===== src/rtl/alarm_sequencer.sv =====
// Alarm sequencer: turns the countdown timer's done level into beep bursts
// on a piezo, silenced by the acknowledge button or after MAX_BURSTS bursts.
//
// Ports:
//   clk          1 kHz system clock
//   reset        asynchronous, active-low reset
//   tick         one-cycle 10 ms time-base enable
//   timer_done   level, high while the countdown sits at 00:00
//   ack          debounced acknowledge button (level)
//   buzzer       registered square-wave tone to the piezo
//   alarm_active high while the alarm sounds (BEEP, SPACE, GAP)
//   beep_on      high while a beep sounds (LED mirror of the envelope)
//   burst_count  bursts completed in the current alarm
module alarm_sequencer #(
    parameter int TONE_HALF       = 1,
    parameter int BEEP_ON         = 20,
    parameter int BEEP_OFF        = 10,
    parameter int BEEPS_PER_BURST = 3,
    parameter int BURST_GAP       = 50,
    parameter int MAX_BURSTS      = 10,
    parameter int CTR_WIDTH       = 8
) (
    input  logic       clk,
    input  logic       reset,
    input  logic       tick,
    input  logic       timer_done,
    input  logic       ack,
    output logic       buzzer,
    output logic       alarm_active,
    output logic       beep_on,
    output logic [3:0] burst_count
);

    localparam int PH_W = (TONE_HALF > 1) ? $clog2(TONE_HALF) : 1;
    localparam int BI_W = (BEEPS_PER_BURST > 1) ? $clog2(BEEPS_PER_BURST) : 1;

    localparam logic [CTR_WIDTH-1:0] ON_LAST  = CTR_WIDTH'(BEEP_ON - 1);
    localparam logic [CTR_WIDTH-1:0] OFF_LAST = CTR_WIDTH'(BEEP_OFF - 1);
    localparam logic [CTR_WIDTH-1:0] GAP_LAST = CTR_WIDTH'(BURST_GAP - 1);
    localparam logic [PH_W-1:0]      PH_LAST  = PH_W'(TONE_HALF - 1);
    localparam logic [BI_W-1:0]      IDX_LAST = BI_W'(BEEPS_PER_BURST - 1);
    localparam logic [3:0]           MAX_B    = 4'(MAX_BURSTS);

    typedef enum logic [2:0] {
        S_IDLE,
        S_BEEP,
        S_SPACE,
        S_GAP,
        S_SILENCED
    } state_e;

    state_e               state_q, state_d;
    logic                 done_q, done_d;
    logic                 armed_q, armed_d;
    logic [CTR_WIDTH-1:0] cnt_q, cnt_d;
    logic [BI_W-1:0]      idx_q, idx_d;
    logic [3:0]           burst_q, burst_d;
    logic [PH_W-1:0]      phase_q, phase_d;
    logic                 buzzer_q, buzzer_d;
    logic                 active_q, active_d;
    logic                 beep_q, beep_d;

    logic start;
    logic sounding;

    // armed_q blocks a timer_done that is already high out of reset from
    // looking like a fresh edge; it must be seen low once first.
    assign start    = timer_done & ~done_q & armed_q;
    assign sounding = (state_q == S_BEEP) || (state_q == S_SPACE) ||
                      (state_q == S_GAP);

    always_comb begin
        state_d = state_q;
        done_d  = timer_done;
        armed_d = armed_q | ~timer_done;
        cnt_d   = cnt_q;
        idx_d   = idx_q;
        burst_d = burst_q;

        if (sounding) begin
            // ack wins over everything, then a dropped timer_done, then ticks
            if (ack) begin
                state_d = S_SILENCED;
                cnt_d   = '0;
            end else if (!timer_done) begin
                state_d = S_IDLE;
                cnt_d   = '0;
                burst_d = '0;
            end else if (tick) begin
                unique case (state_q)
                    S_BEEP: begin
                        if (cnt_q == ON_LAST) begin
                            cnt_d = '0;
                            if (idx_q != IDX_LAST) begin
                                idx_d   = idx_q + 1'b1;
                                state_d = S_SPACE;
                            end else begin
                                burst_d = (burst_q == MAX_B) ? burst_q :
                                          burst_q + 4'd1;
                                state_d = S_GAP;
                            end
                        end else begin
                            cnt_d = cnt_q + 1'b1;
                        end
                    end
                    S_SPACE: begin
                        if (cnt_q == OFF_LAST) begin
                            cnt_d   = '0;
                            state_d = S_BEEP;
                        end else begin
                            cnt_d = cnt_q + 1'b1;
                        end
                    end
                    S_GAP: begin
                        if (cnt_q == GAP_LAST) begin
                            cnt_d = '0;
                            if (burst_q == MAX_B) begin
                                state_d = S_SILENCED;
                            end else begin
                                idx_d   = '0;
                                state_d = S_BEEP;
                            end
                        end else begin
                            cnt_d = cnt_q + 1'b1;
                        end
                    end
                    default: state_d = S_IDLE;
                endcase
            end
        end else begin
            unique case (state_q)
                S_IDLE: begin
                    if (start) begin
                        cnt_d = '0;
                        if (ack) begin
                            state_d = S_SILENCED;
                        end else begin
                            state_d = S_BEEP;
                            idx_d   = '0;
                            burst_d = '0;
                        end
                    end
                end
                S_SILENCED: begin
                    if (!timer_done) state_d = S_IDLE;
                end
                default: state_d = S_IDLE;
            endcase
        end
    end

    // Tone restarts from phase 0 / low level on every entry into BEEP.
    always_comb begin
        phase_d  = '0;
        buzzer_d = 1'b0;
        if (state_d == S_BEEP && state_q == S_BEEP) begin
            if (phase_q == PH_LAST) begin
                buzzer_d = ~buzzer_q;
            end else begin
                phase_d  = phase_q + 1'b1;
                buzzer_d = buzzer_q;
            end
        end
    end

    always_comb begin
        active_d = (state_d == S_BEEP) || (state_d == S_SPACE) ||
                   (state_d == S_GAP);
        beep_d   = (state_d == S_BEEP);
    end

    always_ff @(posedge clk or negedge reset) begin
        if (!reset) begin
            state_q  <= S_IDLE;
            done_q   <= 1'b0;
            armed_q  <= 1'b0;
            cnt_q    <= '0;
            idx_q    <= '0;
            burst_q  <= '0;
            phase_q  <= '0;
            buzzer_q <= 1'b0;
            active_q <= 1'b0;
            beep_q   <= 1'b0;
        end else begin
            state_q  <= state_d;
            done_q   <= done_d;
            armed_q  <= armed_d;
            cnt_q    <= cnt_d;
            idx_q    <= idx_d;
            burst_q  <= burst_d;
            phase_q  <= phase_d;
            buzzer_q <= buzzer_d;
            active_q <= active_d;
            beep_q   <= beep_d;
        end
    end

    assign buzzer       = buzzer_q;
    assign alarm_active = active_q;
    assign beep_on      = beep_q;
    assign burst_count  = burst_q;

endmodule


===== config.mk =====
export PLATFORM = sky130hd
export DESIGN_NAME = alarm_sequencer
export DESIGN_NICKNAME = d
export VERILOG_FILES = /design/src/rtl/alarm_sequencer.sv
export SDC_FILE = /design/constraint.sdc
export NUM_CORES = 1
export LEC_CHECK = 0
export ABC_AREA = 1
export ABC_CLOCK_PERIOD_IN_PS = 1300
export BUFFER_PORTS_ARGS = -buffer_cell sky130_fd_sc_hd__buf_2
export CAP_MARGIN = 15
export CORE_AREA = 2 2 60 62
export CTS_CLUSTER_DIAMETER = 80
export DETAILED_ROUTE_END_ITERATION = 12
export DIE_AREA = 0 0 62 64
export PLACE_DENSITY = 0.65
export SYNTH_ARGS = -nofsm -noshare
export SYNTH_HDL_FRONTEND = slang
export SYNTH_SLANG_ARGS = --single-unit

===== constraint.sdc =====
create_clock -name clk -period 1.3 [get_ports clk]
set_input_delay 0.13 -clock clk [delete_from_list [all_inputs] [get_ports clk]]
set_output_delay 0.13 -clock clk [all_outputs]
set_load 0.005 [all_outputs]

==> results.sh <==
export IMPL_outcome="finished with violations"
export IMPL_violations="setup timing"
export IMPL_num_antenna_cells=0
export IMPL_rsz0062_at_grt="yes"
export IMPL_synth_area_mux_share_pct=0
export IMPL_mostFrequentLayoutCell="buf_4"
export IMPL_ir_worst_vdd_uv=627.4
export IMPL_drive_gt1_share_pct=49.00
export IMPL_firstDrtPassIters=4
export IMPL_min_path_cells=2
export IMPL_critPathSlowestCell="dfrtp_1"
export IMPL_seqPwrFrac_pct=42.8
export IMPL_cp_num_buf_inv=3
export IMPL_synthToLayoutAreaGrowth_pct=45.85
export IMPL_cp_end_kind="flip-flop"
export IMPL_hp_start="timer_done"
export IMPL_slew_viol_final=0
export IMPL_clock_latency_ns=0.32
export IMPL_vias=1395
export IMPL_path_max_fanout=3
export IMPL_setup_tns_final_ns=-3.398
export IMPL_post_dp_cell_area_um2=1784
export IMPL_slew_headroom_pct=66.42
export IMPL_port_buffers=11
export IMPL_htreeDepth=1
export IMPL_skew_ns=0.01079
export IMPL_dp_hpwl_um=2375
export IMPL_swShare_pct=36.68
export IMPL_ys_seq_elements=22
export IMPL_clk_pin_slew_ns=0.13
export IMPL_antenna_found_initial=0
export IMPL_cts_tree="yes"
export IMPL_cts_inserted_buffers=3
export IMPL_setup_viol=20
export IMPL_finalWirelength_um=3245
export IMPL_mostFrequentLayoutCells="buf_4, nand2_1, inv_1, dfrtp_1, nor2_2"
export IMPL_ys_types=27
export IMPL_syn_mean_instance_area_um2=7.415
export IMPL_fp_dieW_um=62
export IMPL_finalWorstSetupSlack_ns=-0.2137
export IMPL_wire_per_inst_um=10.93
export IMPL_total_power_mw=1.820
export IMPL_stdcell_count=297
export IMPL_synth_simple_area_share_pct=36.13
export IMPL_arrival_ns=1.73
export IMPL_synth_fa_ha_area_share_pct=4.417
export IMPL_power_frac_clock_pct=17.8
export IMPL_critPathMaxStageDelay_ns=0.46
export IMPL_synth_edf_count=0
export IMPL_p_int_mw=1.152
export IMPL_fin_util_pct=62.90
export IMPL_p_sw_mw=0.6676
export IMPL_fin_crit_ns=1.514
export IMPL_synth_flop_cell="dfrtp_1"
export IMPL_design_area_um2=2066
export IMPL_tightest_slew_ns=0.5036
export IMPL_p_comb_share_pct=39.4
export IMPL_synth_compound_area_share_pct=9.717
export IMPL_vias_per_cell=4.697
export IMPL_power_per_cell_area_nw_per_um2=881.0
export IMPL_cp_required_ns=1.51
export IMPL_cp_cell_sequence="inv_2 > ha_4 > inv_2 > nor3_2 > nand2_1 > nand2_2 > nand3b_1 > nand2_1 > nand2_2 > inv_2 > nor2_1"
export IMPL_cp_start_kind="flip-flop"
export IMPL_initial_core_util_pct=43.12
export IMPL_fmax_mhz=660.6
export IMPL_fin_crit_sh_pct=116.4
export IMPL_grt_pass1_vias=1266
export IMPL_min_path_type="input port to flip-flop"
export IMPL_syn_area_um2=1416
export IMPL_die_area_um2=3968
export IMPL_antenna_left=0
export IMPL_synthCells=191
export IMPL_cap_viol_max_count=0
export IMPL_regToRegEndpoint="cnt_q[5]"
export IMPL_die_y_um=64
export IMPL_ys_seq_area_share_pct=38.87
export IMPL_place_inst=280
export IMPL_cts_max_path_buffers=2
export IMPL_criticalPathCategory="flip-flop to flip-flop"
export IMPL_initialDrtViolationCount=38
export IMPL_synth_fp_nets=201
export IMPL_cts_sinks=22
export IMPL_ff2ff_path_depth=11
export IMPL_core_um2=3284
export IMPL_ios=12
export IMPL_synthArstFlopShare_pct=100.0
export IMPL_crit_path_frequent_cell="inv_2"
export IMPL_r2r_slack_ns=-0.21
export IMPL_grt_overflow=0
export IMPL_crit_family="simple AND/OR/NAND/NOR gates"
export IMPL_track_usage_pct=17.68
export IMPL_power_leakage_nw=1.001
export IMPL_synth_top_family_by_area="simple AND/OR/NAND/NOR gates"
export IMPL_fill_cells=272
export IMPL_grt_max_degree=23
export IMPL_yosys_warnings=0
export IMPL_nets=263
export IMPL_drc=0
export IMPL_holdWs_ns=0.1118
export IMPL_finalHoldViolCount=0
export IMPL_num_rows=21
export IMPL_whs_endpoint="done_q"
export IMPL_synth_xor_area_share_pct=2.473
export IMPL_grt_pass1_wl_um=5257
export IMPL_pre_cts_ws_ns=-0.2213
export IMPL_globalplace_congestion=0.8318
export IMPL_r2r_start="cnt_q[1]"
export IMPL_clock_root_buffer="clkbuf_4"
## cell families (layout without fill, tap and decap cells)
family | Yosys count | in the layout
AOI/OAI and AO/OA | 22 | 22
xor gates and xnor gates | 4 | 4
adders and majority gates | 5 | 5
buffers and inverters | 31 | 91
DFF | 22 | 22
and+or+nand+nor | 107 | 107
## routing by layer
metal,track usage [%],vias to the layer above,wire length (um)
met3,1.822,5,61
met4,7.181,0,51
met1,23.55,655,1532
li1,-,717,-
met5,0,-,0
met2,28.52,18,1599
## flip-flops by register name, indices dropped and copies added (netlist names)
name / count
alarm_active: 1
armed_q: 1
beep_on: 1
burst_count: 4
buzzer: 1
cnt_q: 8
done_q: 1
idx_q: 2
state_q: 3
## worst max-delay path by stage
stage / cells past startpoint / start / slack (ns) / end
after floorplan: 10 / cnt_q[0] / -0.08 / beep_on
after global placement: 11 / cnt_q[1] / -0.21 / cnt_q[3]
after detailed placement: 11 / cnt_q[1] / -0.22 / cnt_q[5]
final: 11 / cnt_q[1] / -0.21 / cnt_q[5]
after global routing: 11 / burst_count[0] / -0.32 / idx_q[0]
after CTS: 11 / state_q[1] / -0.17 / cnt_q[5]
## synth_stat cells, drive strengths merged (2+ instances only)
| cell type | n | area share [%] |
|---|---|---|
| inv | 31 | 8.4 |
| nand3 | 14 | 5.3 |
| nand2 | 54 | 16 |
| or2 | 2 | 0.88 |
| xor2 | 3 | 1.9 |
| nor2 | 29 | 10 |
| nand3b | 2 | 1.1 |
| ha | 5 | 4.4 |
| o22ai | 2 | 0.88 |
| o21ai | 14 | 5.5 |
| dfrtp | 22 | 39 |
| nor3 | 5 | 1.8 |
| a21oi | 3 | 1.1 |
## power by group through the flow
stage               Combinational [mW]  Clock (mW)  Sequential (mW)
detailed placement               0.567           0            0.787
finish                           0.717       0.324            0.780
floorplan                        0.324           0            0.807
global placement                 0.567           0            0.786
CTS                              0.614       0.333            0.778
global route                     0.803       0.355            0.786
## layout make-up
class	instances	area [um2]	area share, %
Sequential cell	22	553.0	26.77
Tap cell	46	57.56	2.786
Clock buffer	3	22.52	1.090
Inverter	31	121.4	5.875
Multi-Input combinational cell	138	900.9	43.61
Timing Repair Buffer	57	410.4	19.87
## what timing repair did
item                                    in CTS  in global routing
endpoints found under the setup margin      20                 20
endpoints found under the hold margin       22                  0
pin swaps                                    6                  7
hold buffers                                 1                  0
buffers inserted                             4                  9
gates cloned                                 0                  0
resized for setup                           18                 23
Power figures use the tool's default switching activity.
